**src/rtl/ucie_ctl_sb_rx_buffered_if.sv**
```systemverilog
// ucie_ctl_sb_rx_buffered_if
//   Bundles the sideband receiver's beat input, FIFO drain handshake, credit
//   return and status outputs.
//   master : the link/consumer side (drives beats and ready, observes status)
//   slave  : the receiver itself
//   Signals:
//     i_pl_cfg_vld / i_received_data[N-1:0]  beat stream, LSB-first
//     i_rdi_ready                            consumer accepts FIFO head
//     o_cfg_crd                              credit-return pulse
//     o_sb_*_error, o_sb_unsupported_message error pulses
//     o_sb_overflow                          sticky credit violation
//     o_valid_pl_sb / o_rdi_pl_sb_decode / o_rdi_pl_adv_cap_value  FIFO head
//     o_fifo_level                           FIFO occupancy
interface ucie_ctl_sb_rx_buffered_if #(
  parameter int N     = 32,
  parameter int DEPTH = 4
);
  logic                     i_pl_cfg_vld;
  logic [N-1:0]             i_received_data;
  logic                     i_rdi_ready;
  logic                     o_cfg_crd;
  logic                     o_sb_src_error;
  logic                     o_sb_dst_error;
  logic                     o_sb_opcode_error;
  logic                     o_sb_unsupported_message;
  logic                     o_sb_parity_error;
  logic                     o_sb_overflow;
  logic                     o_valid_pl_sb;
  logic [4:0]               o_rdi_pl_sb_decode;
  logic [31:0]              o_rdi_pl_adv_cap_value;
  logic [$clog2(DEPTH):0]   o_fifo_level;

  modport master (
    output i_pl_cfg_vld, i_received_data, i_rdi_ready,
    input  o_cfg_crd, o_sb_src_error, o_sb_dst_error, o_sb_opcode_error,
           o_sb_unsupported_message, o_sb_parity_error, o_sb_overflow,
           o_valid_pl_sb, o_rdi_pl_sb_decode, o_rdi_pl_adv_cap_value, o_fifo_level
  );

  modport slave (
    input  i_pl_cfg_vld, i_received_data, i_rdi_ready,
    output o_cfg_crd, o_sb_src_error, o_sb_dst_error, o_sb_opcode_error,
           o_sb_unsupported_message, o_sb_parity_error, o_sb_overflow,
           o_valid_pl_sb, o_rdi_pl_sb_decode, o_rdi_pl_adv_cap_value, o_fifo_level
  );
endinterface

```
**src/rtl/ucie_ctl_sb_rx_buffered.sv**
```systemverilog
// ucie_ctl_sb_rx_buffered
//   UCIe sideband receiver for the RDI path. Assembles N-bit beats into a
//   64-bit header plus optional 64-bit data word, checks parity/opcode/src/dst,
//   decodes link-management and AdvCap messages, queues good messages in a
//   DEPTH-entry FIFO and returns credits to the sender.
//   Ports:
//     i_clk  single rising-edge clock
//     i_rst  synchronous active-high reset
//     sb     ucie_ctl_sb_rx_buffered_if.slave (beats, drain handshake, status)
//   Optional feature macro: UCIE_SB_RX_PARITY_CHK_EN
//     defined   : CP/DP parity checked, o_sb_parity_error can pulse
//     undefined : parity bits ignored, o_sb_parity_error tied to 0
module ucie_ctl_sb_rx_buffered #(
  parameter int         N      = 32,
  parameter int         DEPTH  = 4,
  parameter logic [2:0] SRC_ID = 3'b001,
  parameter logic [2:0] DST_ID = 3'b101
) (
  input logic i_clk,
  input logic i_rst,
  ucie_ctl_sb_rx_buffered_if.slave sb
);
  localparam int BEATS = 64 / N;
  localparam int CW    = (BEATS > 1) ? $clog2(BEATS) : 1;
  localparam int AW    = $clog2(DEPTH);
  localparam int LW    = AW + 1;
  localparam logic [CW-1:0] LAST_BEAT = CW'(BEATS - 1);
  localparam logic [4:0] OP_NODATA = 5'b10010;
  localparam logic [4:0] OP_DATA   = 5'b11011;

  typedef enum logic [1:0] {S_HDR, S_DATA, S_CHECK} state_t;

  typedef struct packed {
    logic [4:0]  decode;
    logic [31:0] adv_cap;
  } entry_t;

  state_t        state_q, state_d;
  logic [CW-1:0] beat_cnt_q;
  logic [63:0]   hdr_q, data_q;
  logic          last_beat;
  logic [4:0]    beat_op;

  logic          hdr_we, data_we, chk_en;
  logic          is_data, par_err, op_err, src_err, dst_err;
  logic [2:0]    sub_idx;
  logic [4:0]    dec_c;
  logic          e_par, e_op, e_src, e_dst, e_uns, good_c;

  logic          par_err_q, op_err_q, src_err_q, dst_err_q, uns_err_q, good_q;
  logic [4:0]    dec_q;
  logic [31:0]   adv_q;

  entry_t        mem [DEPTH];
  logic [AW-1:0] wr_ptr_q, rd_ptr_q;
  logic [LW-1:0] level_q;
  logic          full, empty, pop, push, drop, ovf_evt, ovf_q;

  logic [7:0]    crd_pend_q;
  logic [1:0]    crd_inc;
  logic [8:0]    crd_sum;
  logic          crd_q;
  logic          unused_bits;

  assign last_beat = (beat_cnt_q == LAST_BEAT);
  // The opcode sits in beat 0, so on a single-beat header it comes straight
  // from the bus; otherwise it is already in hdr_q.
  assign beat_op   = (beat_cnt_q == '0) ? sb.i_received_data[4:0] : hdr_q[4:0];

  always_ff @(posedge i_clk) begin
    if (i_rst) state_q <= S_HDR;
    else       state_q <= state_d;
  end

  // CHECK behaves like HDR for incoming beats so a new message may start in
  // the same cycle the previous one is being checked.
  always_comb begin
    state_d = state_q;
    case (state_q)
      S_HDR, S_CHECK: begin
        state_d = S_HDR;
        if (sb.i_pl_cfg_vld && last_beat)
          state_d = (beat_op == OP_DATA) ? S_DATA : S_CHECK;
      end
      S_DATA: begin
        if (sb.i_pl_cfg_vld && last_beat) state_d = S_CHECK;
      end
      default: state_d = S_HDR;
    endcase
  end

  always_comb begin
    hdr_we  = sb.i_pl_cfg_vld && (state_q != S_DATA);
    data_we = sb.i_pl_cfg_vld && (state_q == S_DATA);
    chk_en  = (state_q == S_CHECK);

    is_data = (hdr_q[4:0] == OP_DATA);
    op_err  = (hdr_q[4:0] != OP_NODATA) && !is_data;
    src_err = (hdr_q[31:29] != SRC_ID);
    dst_err = (hdr_q[58:56] != DST_ID);
`ifdef UCIE_SB_RX_PARITY_CHK_EN
    par_err = (hdr_q[62] != ^hdr_q[61:0]) ||
              (hdr_q[63] != (is_data ? ^data_q : 1'b0));
`else
    par_err = 1'b0;
`endif

    sub_idx = 3'd0;
    case (hdr_q[39:32])
      8'h01:   sub_idx = 3'd1;
      8'h04:   sub_idx = 3'd2;
      8'h08:   sub_idx = 3'd3;
      8'h09:   sub_idx = 3'd4;
      8'h0A:   sub_idx = 3'd5;
      8'h0B:   sub_idx = 3'd6;
      8'h0C:   sub_idx = 3'd7;
      default: sub_idx = 3'd0;
    endcase

    dec_c = 5'd0;
    if (hdr_q[21:14] == 8'h01 && sub_idx != 3'd0)
      dec_c = {2'b00, sub_idx};
    else if (hdr_q[21:14] == 8'h02 && sub_idx != 3'd0)
      dec_c = 5'd8 + {2'b00, sub_idx};
    else if (hdr_q[21:14] == 8'h03 && hdr_q[39:32] == 8'h00 && is_data)
      dec_c = 5'd16;

    // Priority chain: exactly one error reported per message.
    e_par  = par_err;
    e_op   = !par_err && op_err;
    e_src  = !par_err && !op_err && src_err;
    e_dst  = !par_err && !op_err && !src_err && dst_err;
    e_uns  = !par_err && !op_err && !src_err && !dst_err && (dec_c == 5'd0);
    good_c = !(e_par || e_op || e_src || e_dst || e_uns);
  end

  always_ff @(posedge i_clk) begin
    if (i_rst) begin
      beat_cnt_q <= '0;
      hdr_q      <= '0;
      data_q     <= '0;
    end else if (sb.i_pl_cfg_vld) begin
      beat_cnt_q <= last_beat ? '0 : beat_cnt_q + CW'(1);
      if (hdr_we)  hdr_q[int'(beat_cnt_q)*N +: N]  <= sb.i_received_data;
      if (data_we) data_q[int'(beat_cnt_q)*N +: N] <= sb.i_received_data;
    end
  end

  always_ff @(posedge i_clk) begin
    if (i_rst) begin
      par_err_q <= 1'b0;
      op_err_q  <= 1'b0;
      src_err_q <= 1'b0;
      dst_err_q <= 1'b0;
      uns_err_q <= 1'b0;
      good_q    <= 1'b0;
      dec_q     <= '0;
      adv_q     <= '0;
    end else begin
      par_err_q <= chk_en && e_par;
      op_err_q  <= chk_en && e_op;
      src_err_q <= chk_en && e_src;
      dst_err_q <= chk_en && e_dst;
      uns_err_q <= chk_en && e_uns;
      good_q    <= chk_en && good_c;
      dec_q     <= dec_c;
      adv_q     <= (dec_c == 5'd16) ? data_q[31:0] : 32'd0;
    end
  end

  assign full    = (level_q == LW'(DEPTH));
  assign empty   = (level_q == '0);
  assign pop     = !empty && sb.i_rdi_ready;
  // A full FIFO that pops this cycle still has room for the incoming push.
  assign push    = good_q && (!full || pop);
  assign ovf_evt = good_q && full && !pop;
  assign drop    = par_err_q || op_err_q || src_err_q || dst_err_q || uns_err_q;

  always_ff @(posedge i_clk) begin
    if (push) mem[wr_ptr_q] <= '{decode: dec_q, adv_cap: adv_q};
  end

  always_ff @(posedge i_clk) begin
    if (i_rst) begin
      wr_ptr_q <= '0;
      rd_ptr_q <= '0;
      level_q  <= '0;
      ovf_q    <= 1'b0;
    end else begin
      if (push) wr_ptr_q <= wr_ptr_q + AW'(1);
      if (pop)  rd_ptr_q <= rd_ptr_q + AW'(1);
      case ({push, pop})
        2'b10:   level_q <= level_q + LW'(1);
        2'b01:   level_q <= level_q - LW'(1);
        default: level_q <= level_q;
      endcase
      if (ovf_evt) ovf_q <= 1'b1;
    end
  end

  // Pending credits drain one per cycle; a drop and a pop can both add one.
  assign crd_inc = 2'(drop) + 2'(pop);
  assign crd_sum = 9'(crd_pend_q) + 9'(crd_inc);

  always_ff @(posedge i_clk) begin
    if (i_rst) begin
      crd_pend_q <= '0;
      crd_q      <= 1'b0;
    end else if (crd_sum != 9'd0) begin
      crd_pend_q <= 8'(crd_sum - 9'd1);
      crd_q      <= 1'b1;
    end else begin
      crd_q      <= 1'b0;
    end
  end

  assign sb.o_cfg_crd                = crd_q;
  assign sb.o_sb_parity_error        = par_err_q;
  assign sb.o_sb_opcode_error        = op_err_q;
  assign sb.o_sb_src_error           = src_err_q;
  assign sb.o_sb_dst_error           = dst_err_q;
  assign sb.o_sb_unsupported_message = uns_err_q;
  assign sb.o_sb_overflow            = ovf_q;
  assign sb.o_valid_pl_sb            = !empty;
  assign sb.o_rdi_pl_sb_decode       = empty ? 5'd0  : mem[rd_ptr_q].decode;
  assign sb.o_rdi_pl_adv_cap_value   = empty ? 32'd0 : mem[rd_ptr_q].adv_cap;
  assign sb.o_fifo_level             = level_q;

  // Reserved header bits and the upper data word carry no meaning here.
  assign unused_bits = ^{hdr_q, data_q};
endmodule
```
**src/flat_wrapper.sv**
```systemverilog
// flat-port wrapper written by rule: the top's interface ports become plain ports
module ucie_ctl_sb_rx_buffered_flat 
#(
  parameter int         N      = 32,
  parameter int         DEPTH  = 4,
  parameter logic [2:0] SRC_ID = 3'b001,
  parameter logic [2:0] DST_ID = 3'b101
)
  (i_clk, i_rst, sb_i_pl_cfg_vld, sb_i_received_data, sb_i_rdi_ready, sb_o_cfg_crd, sb_o_sb_src_error, sb_o_sb_dst_error, sb_o_sb_opcode_error, sb_o_sb_unsupported_message, sb_o_sb_parity_error, sb_o_sb_overflow, sb_o_valid_pl_sb, sb_o_rdi_pl_sb_decode, sb_o_rdi_pl_adv_cap_value, sb_o_fifo_level);
  ucie_ctl_sb_rx_buffered_if #(.N(N), .DEPTH(DEPTH)) sb_i ();
  input logic i_clk;
  input logic i_rst;
  input wire logic [$bits(sb_i.i_pl_cfg_vld)-1:0] sb_i_pl_cfg_vld;
  input wire logic [$bits(sb_i.i_received_data)-1:0] sb_i_received_data;
  input wire logic [$bits(sb_i.i_rdi_ready)-1:0] sb_i_rdi_ready;
  output wire logic [$bits(sb_i.o_cfg_crd)-1:0] sb_o_cfg_crd;
  output wire logic [$bits(sb_i.o_sb_src_error)-1:0] sb_o_sb_src_error;
  output wire logic [$bits(sb_i.o_sb_dst_error)-1:0] sb_o_sb_dst_error;
  output wire logic [$bits(sb_i.o_sb_opcode_error)-1:0] sb_o_sb_opcode_error;
  output wire logic [$bits(sb_i.o_sb_unsupported_message)-1:0] sb_o_sb_unsupported_message;
  output wire logic [$bits(sb_i.o_sb_parity_error)-1:0] sb_o_sb_parity_error;
  output wire logic [$bits(sb_i.o_sb_overflow)-1:0] sb_o_sb_overflow;
  output wire logic [$bits(sb_i.o_valid_pl_sb)-1:0] sb_o_valid_pl_sb;
  output wire logic [$bits(sb_i.o_rdi_pl_sb_decode)-1:0] sb_o_rdi_pl_sb_decode;
  output wire logic [$bits(sb_i.o_rdi_pl_adv_cap_value)-1:0] sb_o_rdi_pl_adv_cap_value;
  output wire logic [$bits(sb_i.o_fifo_level)-1:0] sb_o_fifo_level;
  assign sb_i.i_pl_cfg_vld = sb_i_pl_cfg_vld;
  assign sb_i.i_received_data = sb_i_received_data;
  assign sb_i.i_rdi_ready = sb_i_rdi_ready;
  assign sb_o_cfg_crd = sb_i.o_cfg_crd;
  assign sb_o_sb_src_error = sb_i.o_sb_src_error;
  assign sb_o_sb_dst_error = sb_i.o_sb_dst_error;
  assign sb_o_sb_opcode_error = sb_i.o_sb_opcode_error;
  assign sb_o_sb_unsupported_message = sb_i.o_sb_unsupported_message;
  assign sb_o_sb_parity_error = sb_i.o_sb_parity_error;
  assign sb_o_sb_overflow = sb_i.o_sb_overflow;
  assign sb_o_valid_pl_sb = sb_i.o_valid_pl_sb;
  assign sb_o_rdi_pl_sb_decode = sb_i.o_rdi_pl_sb_decode;
  assign sb_o_rdi_pl_adv_cap_value = sb_i.o_rdi_pl_adv_cap_value;
  assign sb_o_fifo_level = sb_i.o_fifo_level;
  ucie_ctl_sb_rx_buffered #(.N(N), .DEPTH(DEPTH), .SRC_ID(SRC_ID), .DST_ID(DST_ID)) u_core (.i_clk(i_clk), .i_rst(i_rst), .sb(sb_i));
endmodule
```
**config.mk**
```make
export PLATFORM = sky130hd
export DESIGN_NAME = ucie_ctl_sb_rx_buffered_flat
export DESIGN_NICKNAME = d
export VERILOG_FILES = /design/src/rtl/ucie_ctl_sb_rx_buffered_if.sv /design/src/rtl/ucie_ctl_sb_rx_buffered.sv /design/src/flat_wrapper.sv
export SDC_FILE = /design/constraint.sdc
export NUM_CORES = 1
export LEC_CHECK = 0
export ABC_AREA = 1
export ABC_CLOCK_PERIOD_IN_PS = 8200
export BUFFER_PORTS_ARGS = -buffer_cell sky130_fd_sc_hd__buf_2
export CAP_MARGIN = 20
export CORE_AREA = 2 2 132 134
export CTS_CLUSTER_SIZE = 20
export DETAILED_ROUTE_END_ITERATION = 6
export DIE_AREA = 0 0 134 136
export GPL_TIMING_DRIVEN = 0
export MAX_ROUTING_LAYER = met4
export PLACE_DENSITY = 0.93
export SLEW_MARGIN = 0
export SYNTH_ARGS = -nofsm -noshare
export SYNTH_HDL_FRONTEND = slang
export SYNTH_SLANG_ARGS = --single-unit
```
**constraint.sdc**
```tcl
create_clock -name i_clk -period 8.2 [get_ports i_clk]
set_input_delay 1.23 -clock i_clk [delete_from_list [all_inputs] [get_ports i_clk]]
set_output_delay 1.23 -clock i_clk [all_outputs]
set_load 0.01 [all_outputs]
```
After elaboration in Yosys (flattened, before gate mapping)
Memory sizes are Yosys's and may differ from the RTL's. A register that Yosys moved wholly into a read port is not among the register bits.
Cells that the tools add are included.
W data, S select, Z words.
{ "word_totals": {"mem_bits_rw": 148, "n_memories": 1, "register_bits": 190, "output_inout_bits": 48, "in_bits": 36, "elab_cells": 122} }
{ "classes": {"addsub": 10, "mux": 20, "eq_ne": 23, "n_bitwise": 1, "shift": 2, "n_reduce_logical": 48} }
{ "mem_list": {"columns": ["memory", "words", "width", "rd", "rd_clocked_by_memory_dff", "wr", "line", "rtl"], "rows": [
  ["u_core.mem", 4, 37, 1, 1, 1, "ucie_ctl_sb_rx_buffered.sv:54", "entry_t mem [DEPTH];"]
]} }
{ "ops": {"columns": ["op", "count"], "rows": [
  ["$bwmux W64", 2],
  ["$shift A32 B33 Y64 const A", 1],
  ["$shiftx A32 B33 Y64", 1],
  ["$eq A8 B4 Y1 const B", 5],
  ["$neg A6 Y33", 1],
  ["$mux W32", 1],
  ["$mux W5", 5],
  ["$logic_and A1 B1 Y1", 22],
  ["$pmux W3 S7", 1],
  ["$eq A8 B1 Y1 const B", 2],
  ["$eq A8 B2 Y1 const B", 2],
  ["$eq A5 B5 Y1 const B", 3],
  ["$mux W2", 5],
  ["$add A8 B2 Y9", 1],
  ["$reduce_bool A9 Y1", 1],
  ["$eq A8 B3 Y1 const B", 1],
  ["$logic_not A1 Y1", 8],
  ["$logic_not A8 Y1", 1],
  ["$sub A8 B1 Y8 const B", 1],
  ["$logic_or A1 B1 Y1", 7],
  ["$pmux W3 S2", 1],
  ["$add A4 B3 Y5 const A", 1],
  ["$logic_not A5 Y1", 1],
  ["$ne A5 B5 Y1 const B", 1],
  ["20 further kinds", 29]
]} }

Longest topological paths before layout
Gate-level depths: netlist (run 1).
{ "logic_depth": {"ltp_word": 11, "depth_mapped": 17, "depth_no_buf": 17} }

Least setup slack after synthesis (run 1)
Ideal clock, no wire load.
{ "synth_path": {"kind": "input-to-reg", "from": "in sb_i_rdi_ready", "to": "mem u_core.mem[0][0] (netlist bit) (enable)", "setup_slack_ps": 4621, "n_path_buf": 0, "t_arrival_ps": 3147, "path_stages": 5, "setup_ps": 431, "path_cell_list": "inv_1 nand3_1 and2_1 inv_1 nor2_1"} }
{ "synth_via": {"elab_chain_cells": 5} }
{ "synth_lines": {"columns": ["element", "line", "rtl"], "rows": [
  ["start: declaration", "flat_wrapper.sv:15", "input wire logic [$bits(sb_i.i_rdi_ready)-1:0] sb_i_rdi_ready;"],
  ["$logic_and A1 B1 Y1", "ucie_ctl_sb_rx_buffered.sv:173", "assign pop = !empty && sb.i_rdi_ready;"],
  ["$logic_or A1 B1 Y1", "ucie_ctl_sb_rx_buffered.sv:175", "assign push = good_q && (!full || pop);"],
  ["$logic_and A1 B1 Y1", "ucie_ctl_sb_rx_buffered.sv:175", null],
  ["$mux W1", "ucie_ctl_sb_rx_buffered.sv:180", "if (push) mem[wr_ptr_q] <= '{decode: dec_q, adv_cap: adv_q};"],
  ["$mux W1 (implied by the code)", "ucie_ctl_sb_rx_buffered.sv:180", null],
  ["end: declaration", "ucie_ctl_sb_rx_buffered.sv:54", null]
]} }
No other way between the ends.

==> reports/metrics.yaml, run 1 <==
drt_first_iter_violations: 1027
hold_violations: 0
ys.flop_type: "edfxtp_1"
path_class: "reg -> out"
tightest_slew_ns: 0.865
htree_levels: 1
drv_slew: 0
cts-root-buf: "clkbuf_16"
drc: 0
status: "complete, no violations"
hold_class: "reg -> reg"
p_leak_uw: 0.00458
antenna_found_initial: 0
drt-wirelength-per-cell_microns: 19.5
drv_cap: 0
cts.repair.resized: 0
grt_pass1_wl_mm: 42.3
final_cells: 1387
place.port_buffers: 81
cts_buffers: 26
die_width_microns: 134
place_inst: 1339
core.rowCount: 48
cp.arrival_ns: 2.68
cts_tree: "yes"
cp_data_required_time_ns: 6.97
netlist_top_cells_count: "nor2_1 (251), edfxtp_1 (148), o21ai_0 (144), dfxtp_1 (123), a21oi_1 (96)"
drive_gt1_frac: 0.140
syn_area_sq_mm: 0.0104
cp-start-kind: "flop"
cts_hold_buffers: 0
synth.area.top_cells: "edfxtp_1 (43%), dfxtp_1 (24%), nor2_1 (9.1%), o21ai_0 (7.0%), a21oi_1 (4.6%)"
ys_seq_elements: 271
yosysMostFrequentCell: "nor2_1"
ys_seq_area_frac: 0.666
clockBufferDepth: 3
grt_max_degree: 26
synthArstFlopShare: 0
synth-edff-count: 148
dp_hpwl_mm: 16.2
ir_drop_v: 0.000204
antenna_cells: 0
ys_types: 40
post-route-util: 0.711
finClkSkew_ns: 0.0232
powerDensity_mw_per_mm2: 258
relSlewSlack: 0.421
ant_nets: 0
via_count: 8199
via_per_inst: 5.91
coreArea_sq_mm: 0.0169
first_pass_iters: 6
place_congestion: 0.878
fmax_mhz: 256
die_h_microns: 136
fill_cells: 1038
yosys.area.top_type: "edfxtp_1"
syn_inst: 1029
cts_setup_buffers: 0
yosysWarnings: 0
io_pins: 84
clock_latency_ns: 0.54
end_kind: "primary output"
period_share: 0.477
setup_viol: 0
layout.nets: 1187
tns_ns: 0
post-synth-top-area-fraction: 0.429
syn_area_per_cell_sq_um: 10.1
synthToLayoutAreaGrowth_pct: 15.7
routed_wl_mm: 27.0
clk_pin_slew_worst_paths_ns: 0.07
syn_nets: 1074
die-area_sq_mm: 0.0182
start_util: 0.614
grt_pass1_vias: 8109
overflow: 0
period_needed_ns: 3.91
rsz0062_at_grt: "no"
track_usage: 0.309
cp_max_fo: 10
clock_sinks: 271
[routing by layer]
layer  vias up  global-route usage  routed length [microns]
met1      3781               0.368                     9670
met2       602               0.516                    13500
met5         -                   -                        0
met3       149              0.0466                     2650
li1       3667                   -                        -
met4         0               0.156                     1230
[kinds of logic (layout without fill, tap and decap cells)]
logic type,count (synthesis),in the layout,synth area share
other,1,1,0.000362
DFF,271,271,0.666
adders and majority gates,9,9,0.0123
xor gates and xnor gates,2,2,0.00169
AOI/OAI and AO/OA,246,246,0.120
and+or+nand+nor,353,353,0.141
buffers and inverters,147,280,0.0578
[path summary, 6_finish.rpt]
kind                              end  slack, ns  cells after the start                      start
max          sb_o_rdi_pl_sb_decode[1]       4.29                      7                       flop
max reg2reg       u_core.sb.o_cfg_crd       4.98                     15  u_core.sb.o_fifo_level[0]
min                  u_core.adv_q[28]       0.44                      2          u_core.data_q[28]
min reg2reg          u_core.adv_q[28]       0.44                      2          u_core.data_q[28]
[flip-flops by register name (all words and copies together) (netlist names), 2 cells and up, named ones only]
register,flops
u_core.mem,148
u_core.state_q,2
u_core.crd_pend_q,8
u_core.hdr_q,27
u_core.adv_q,32
u_core.wr_ptr_q,2
u_core.sb.o_fifo_level,3
u_core.rd_ptr_q,2
u_core.dec_q,5
u_core.data_q,32
[cells in the final DEF (no fill, tap or decap), types with 3 or more instances in the layout]
master | synthesis | final
buf_6 | 4 | 4
nor2_4 | 1 | 5
nand4_1 | 6 | 6
inv_2 | 3 | 3
nand3_1 | 19 | 19
ha_1 | 7 | 7
nand2_1 | 48 | 48
clkbuf_16 | 0 | 27
nor2_2 | 8 | 8
clkbuf_1 | 26 | 30
clkinv_2 | 0 | 4
nor3_1 | 6 | 6
dfxtp_1 | 123 | 123
buf_2 | 10 | 91
nor2_1 | 251 | 247
buf_1 | 8 | 8
o21ai_0 | 144 | 144
inv_1 | 93 | 93
edfxtp_1 | 148 | 148
a21oi_1 | 96 | 96
clkinv_1 | 1 | 6
[power breakdown]
| group | leakage, uW | internal, uW | switching [uW] | total [uW] |
|---|---|---|---|---|
| clock network | 0.000397 | 645 | 510 | 1150 |
| logic | 0.00181 | 149 | 311 | 460 |
| registers | 0.00237 | 1450 | 28.2 | 1480 |
[stage by stage]
step / power (uW) / hold WS (ns) / worst slack [ns] / instance area, sq um
global placement: 1930 / 0.426 / 3.48 / 11100
finish: 3100 / 0.436 / 4.29 / 12000
floorplan: 1800 / 0.416 / 4.62 / 10400
detailed placement: 1950 / 0.429 / 4.44 / 11200
CTS: 3080 / 0.439 / 4.39 / 12000
global route: 3200 / 0.454 / 4.30 / 12000
[area by class of cell]
cell class / instances / area [sq um] / area share
buffer: 50 / 235 / 0.0196
clock buffer: 32 / 704 / 0.0587
clock inverter: 16 / 115 / 0.00960
inverter: 97 / 364 / 0.0304
multi-input combinational: 611 / 2890 / 0.241
sequential: 271 / 6910 / 0.576
tap: 225 / 282 / 0.0235
timing repair buffer: 85 / 500 / 0.0417
[critical path: stages (launching register included)]
cell and delay [ns]:
dfxtp_1 0.42, clkbuf_1 0.44, buf_2 0.37, nor2_1 0.09, nor2_1 0.17, o21ai_0 0.19
a21oi_1 0.29, buf_2 0.18
No activity file was read; power rests on OpenSTA's default activity.
==> run 2, diff against run 1 <==
Settings changed: ABC_AREA 1 to 0, ABC_CLOCK_PERIOD_IN_PS 8200 to 3140, CORE_AREA 2 2 132 134 to 2 2 143 145, DIE_AREA 0 0 134 136 to 0 0 145 147, PLACE_DENSITY 0.93 to 0.85.
Clock period 8.2 ns to 3.14 ns, I/O delays scaled along.
==> run 2 against run 1 <==
  * Core utilization down 11 points
  * Critical path depth up 4
  * Combinational power up 64%
  * Synthesized cell count down 24%
  * Total power up 140%
  * Sequential power rose to 2.6 times the previous value
  * Register-to-register slack worse by 4.9 ns
  * Sequential share of layout area about the same
  * Routed wire length down 22%
  * Critical endpoint is now u_core.crd_pend_q[6]
  * Largest cell class unchanged
  * Highest routed layer unchanged
==> reports/metrics.yaml, run 2 <==
powerDensity_mw_per_mm2: 624
grt_pass1_wl_mm: 33.3
place_congestion: 0.904
period_share: 0.970
pre_cts_slack_ns: -0.351
die-area_sq_mm: 0.0213
syn_inst: 777
clockBufferDepth: 3
place.port_buffers: 82
die_width_microns: 145
status: "complete, no violations"
largest-register: "u_core.mem"
die_h_microns: 147
drive_gt1_frac: 0.212
start_util: 0.518
cp_data_required_time_ns: 3.53
core.rowCount: 52
io_pins: 84
cts-root-buf: "clkbuf_16"
layout_common_cells: "edfxtp_1 (148), nand2_1 (133), dfxtp_1 (121)"
path_buf_inv: 2
clock_latency_ns: 0.53
path_class: "reg -> reg"
cts_tree: "yes"
dp_hpwl_mm: 14.2
setup_viol: 0
ant_nets: 0
syn_area_sq_mm: 0.0103
drt_first_iter_violations: 407
cts_hold_buffers: 0
overflow: 0
syn_area_per_cell_sq_um: 13.2
coreArea_sq_mm: 0.0198
yosysWarnings: 0
path_cells: "or4_4 > fa_2 > ha_4 > inv_1 > ha_2 > nor4b_4 > a31oi_4 > buf_4 > or2_2 > a211oi_1 > a211oi_1"
via_per_inst: 5.40
tns_ns: 0
via_count: 6390
cp_max_fo: 3
final_common_cell: "edfxtp_1"
synth.area.top_cells: "edfxtp_1 (43%), dfxtp_1 (24%), mux4_2 (8.1%), nand2_1 (4.9%), and2_1 (4.7%)"
crit_family: "simple AND/OR/NAND/NOR gates"
tightest_slew_ns: 0.639
hold_violations: 0
fmax_mhz: 328
relSlewSlack: 0.574
fin_area_sq_mm: 0.0120
end_kind: "flop"
track_usage: 0.204
period_needed_ns: 3.05
drv_slew: 0
largest_register_ffs: 148
p_leak_uw: 0.00389
drv_cap: 0
routed_wl_mm: 21.2
fin_total_pwr_uw: 7480
drc: 0
antenna_cells: 0
cp_slowest_cell: "or4_4"
cp.arrival_ns: 3.44
htree_levels: 1
hold_class: "in -> reg"
antenna_found_initial: 0
post-synth-top-area-fraction: 0.432
synthArstFlopShare: 0
synth-edff-count: 148
largestRegisters: "u_core.mem x148, u_core.adv_q x32, u_core.data_q x32"
synthToLayoutAreaGrowth_pct: 16.8
ys_seq_area_frac: 0.672
crit_top_cell: "a211oi_1"
drt-wirelength-per-cell_microns: 17.9
ys.flop_type: "edfxtp_1"
cp-start-kind: "flop"
clock_sinks: 271
netlist_top_cells_count: "edfxtp_1 (148), nand2_1 (133), dfxtp_1 (123), and2_1 (78), a21oi_1 (70)"
rsz0062_at_grt: "no"
fin_ws_ns: 0.0944
ys_types: 52
grt_pass1_vias: 6310
layout.nets: 939
ir_drop_v: 0.000477
grt_max_degree: 25
clk_pin_slew_worst_paths_ns: 0.06
ys_seq_elements: 271
post_dp_cell_area_sq_mm: 0.0111
syn_nets: 822
yosysMostFrequentCell: "edfxtp_1"
cts_buffers: 26
finClkSkew_ns: 0.0225
max_stage_delay_ns: 0.57
yosys.area.top_type: "edfxtp_1"
first_pass_iters: 5
-- run 2: cell types whose count changed after synthesis, moves of 9 or more --
cell / change
clkbuf_1: +11
mux4_2: +37
and2_1: +77
nand3_1: -15
inv_1: -82
nand2_1: +85
a21oi_1: -26
xnor2_1: +9
o21ai_0: -140
nor2_1: -230
-- run 2: logic make-up (layout without fill, tap and decap cells) --
group,after synthesis,count (layout),share of synthesized area
simple gates,288,288,0.139
flops,271,271,0.672
compound gates,95,95,0.0543
buf+inv,57,193,0.0240
mux,39,39,0.0830
xor+xnor,17,17,0.0145
fa+ha+maj,9,9,0.0124
other cells,1,1,0.000365
-- run 2: worst min-delay path, cell delays in order --
cell	delay (ns)
buf_2	0.10
nand2_1	0.05
a21oi_1	0.05
-- run 2: what timing repair did --
item                                    in CTS  in global routing
pin swaps                                    2                  2
cloned                                       0                  0
setup buffers                                4                  0
gates resized for setup                      8                  6
endpoints found under the setup margin      19                 24
-- run 2: metal layers --
layer | routed length [microns] | global-route usage | vias up | part of all wire
met5 | 0 | - | - | 0
met4 | 645 | 0.0718 | 0 | 0.030
met3 | 1320 | 0.0339 | 50 | 0.062
met2 | 10300 | 0.344 | 241 | 0.49
met1 | 8850 | 0.253 | 3105 | 0.42
li1 | - | - | 2994 | -
-- run 2: worst paths after layout --
| kind | start | end | slack (ns) | depth (start not counted) |
|---|---|---|---|---|
| setup reg to reg | u_core.sb.o_sb_unsupported_message | u_core.crd_pend_q[6] | 0.09 | 11 |
| setup / recovery | u_core.sb.o_sb_unsupported_message | u_core.crd_pend_q[6] | 0.09 | 11 |
| hold reg to reg | u_core.data_q[2] | u_core.data_q[2] | 0.45 | 2 |
| hold / removal | sb_i_received_data[23] | u_core.data_q[23] | 0.20 | 3 |
-- run 2: power by group --
part | total, uW | switching (uW) | leakage [uW] | internal, uW
clock | 2890 | 1260 | 0.000381 | 1630
combinational | 755 | 397 | 0.00143 | 358
sequential | 3840 | 60.9 | 0.00208 | 3770
total | 7480 | 1720 | 0.00389 | 5760
-- run 2: per-stage QoR --
step / instances / utilization / hold WS [ns]
5_1_grt: 1183 / 0.605 / 0.205
2_1_floorplan: 777 / - / 0.430
3_5_place_dp: 1133 / 0.560 / 0.441
4_1_cts: 1184 / 0.604 / 0.188
6_report: 1183 / 0.605 / 0.202
3_3_place_gp: 1129 / 0.556 / 0.437
-- run 2: layout make-up --
type / count / area (sq um)
inverters: 11 / 41.3
multi-input cells: 449 / 3200
well taps: 270 / 338
flip-flops and latches: 271 / 6910
clock buffers: 40 / 744
fillers: 1457 / 7850
plain buffers: 45 / 203
repair buffers: 90 / 520
clock inverters: 7 / 38.8
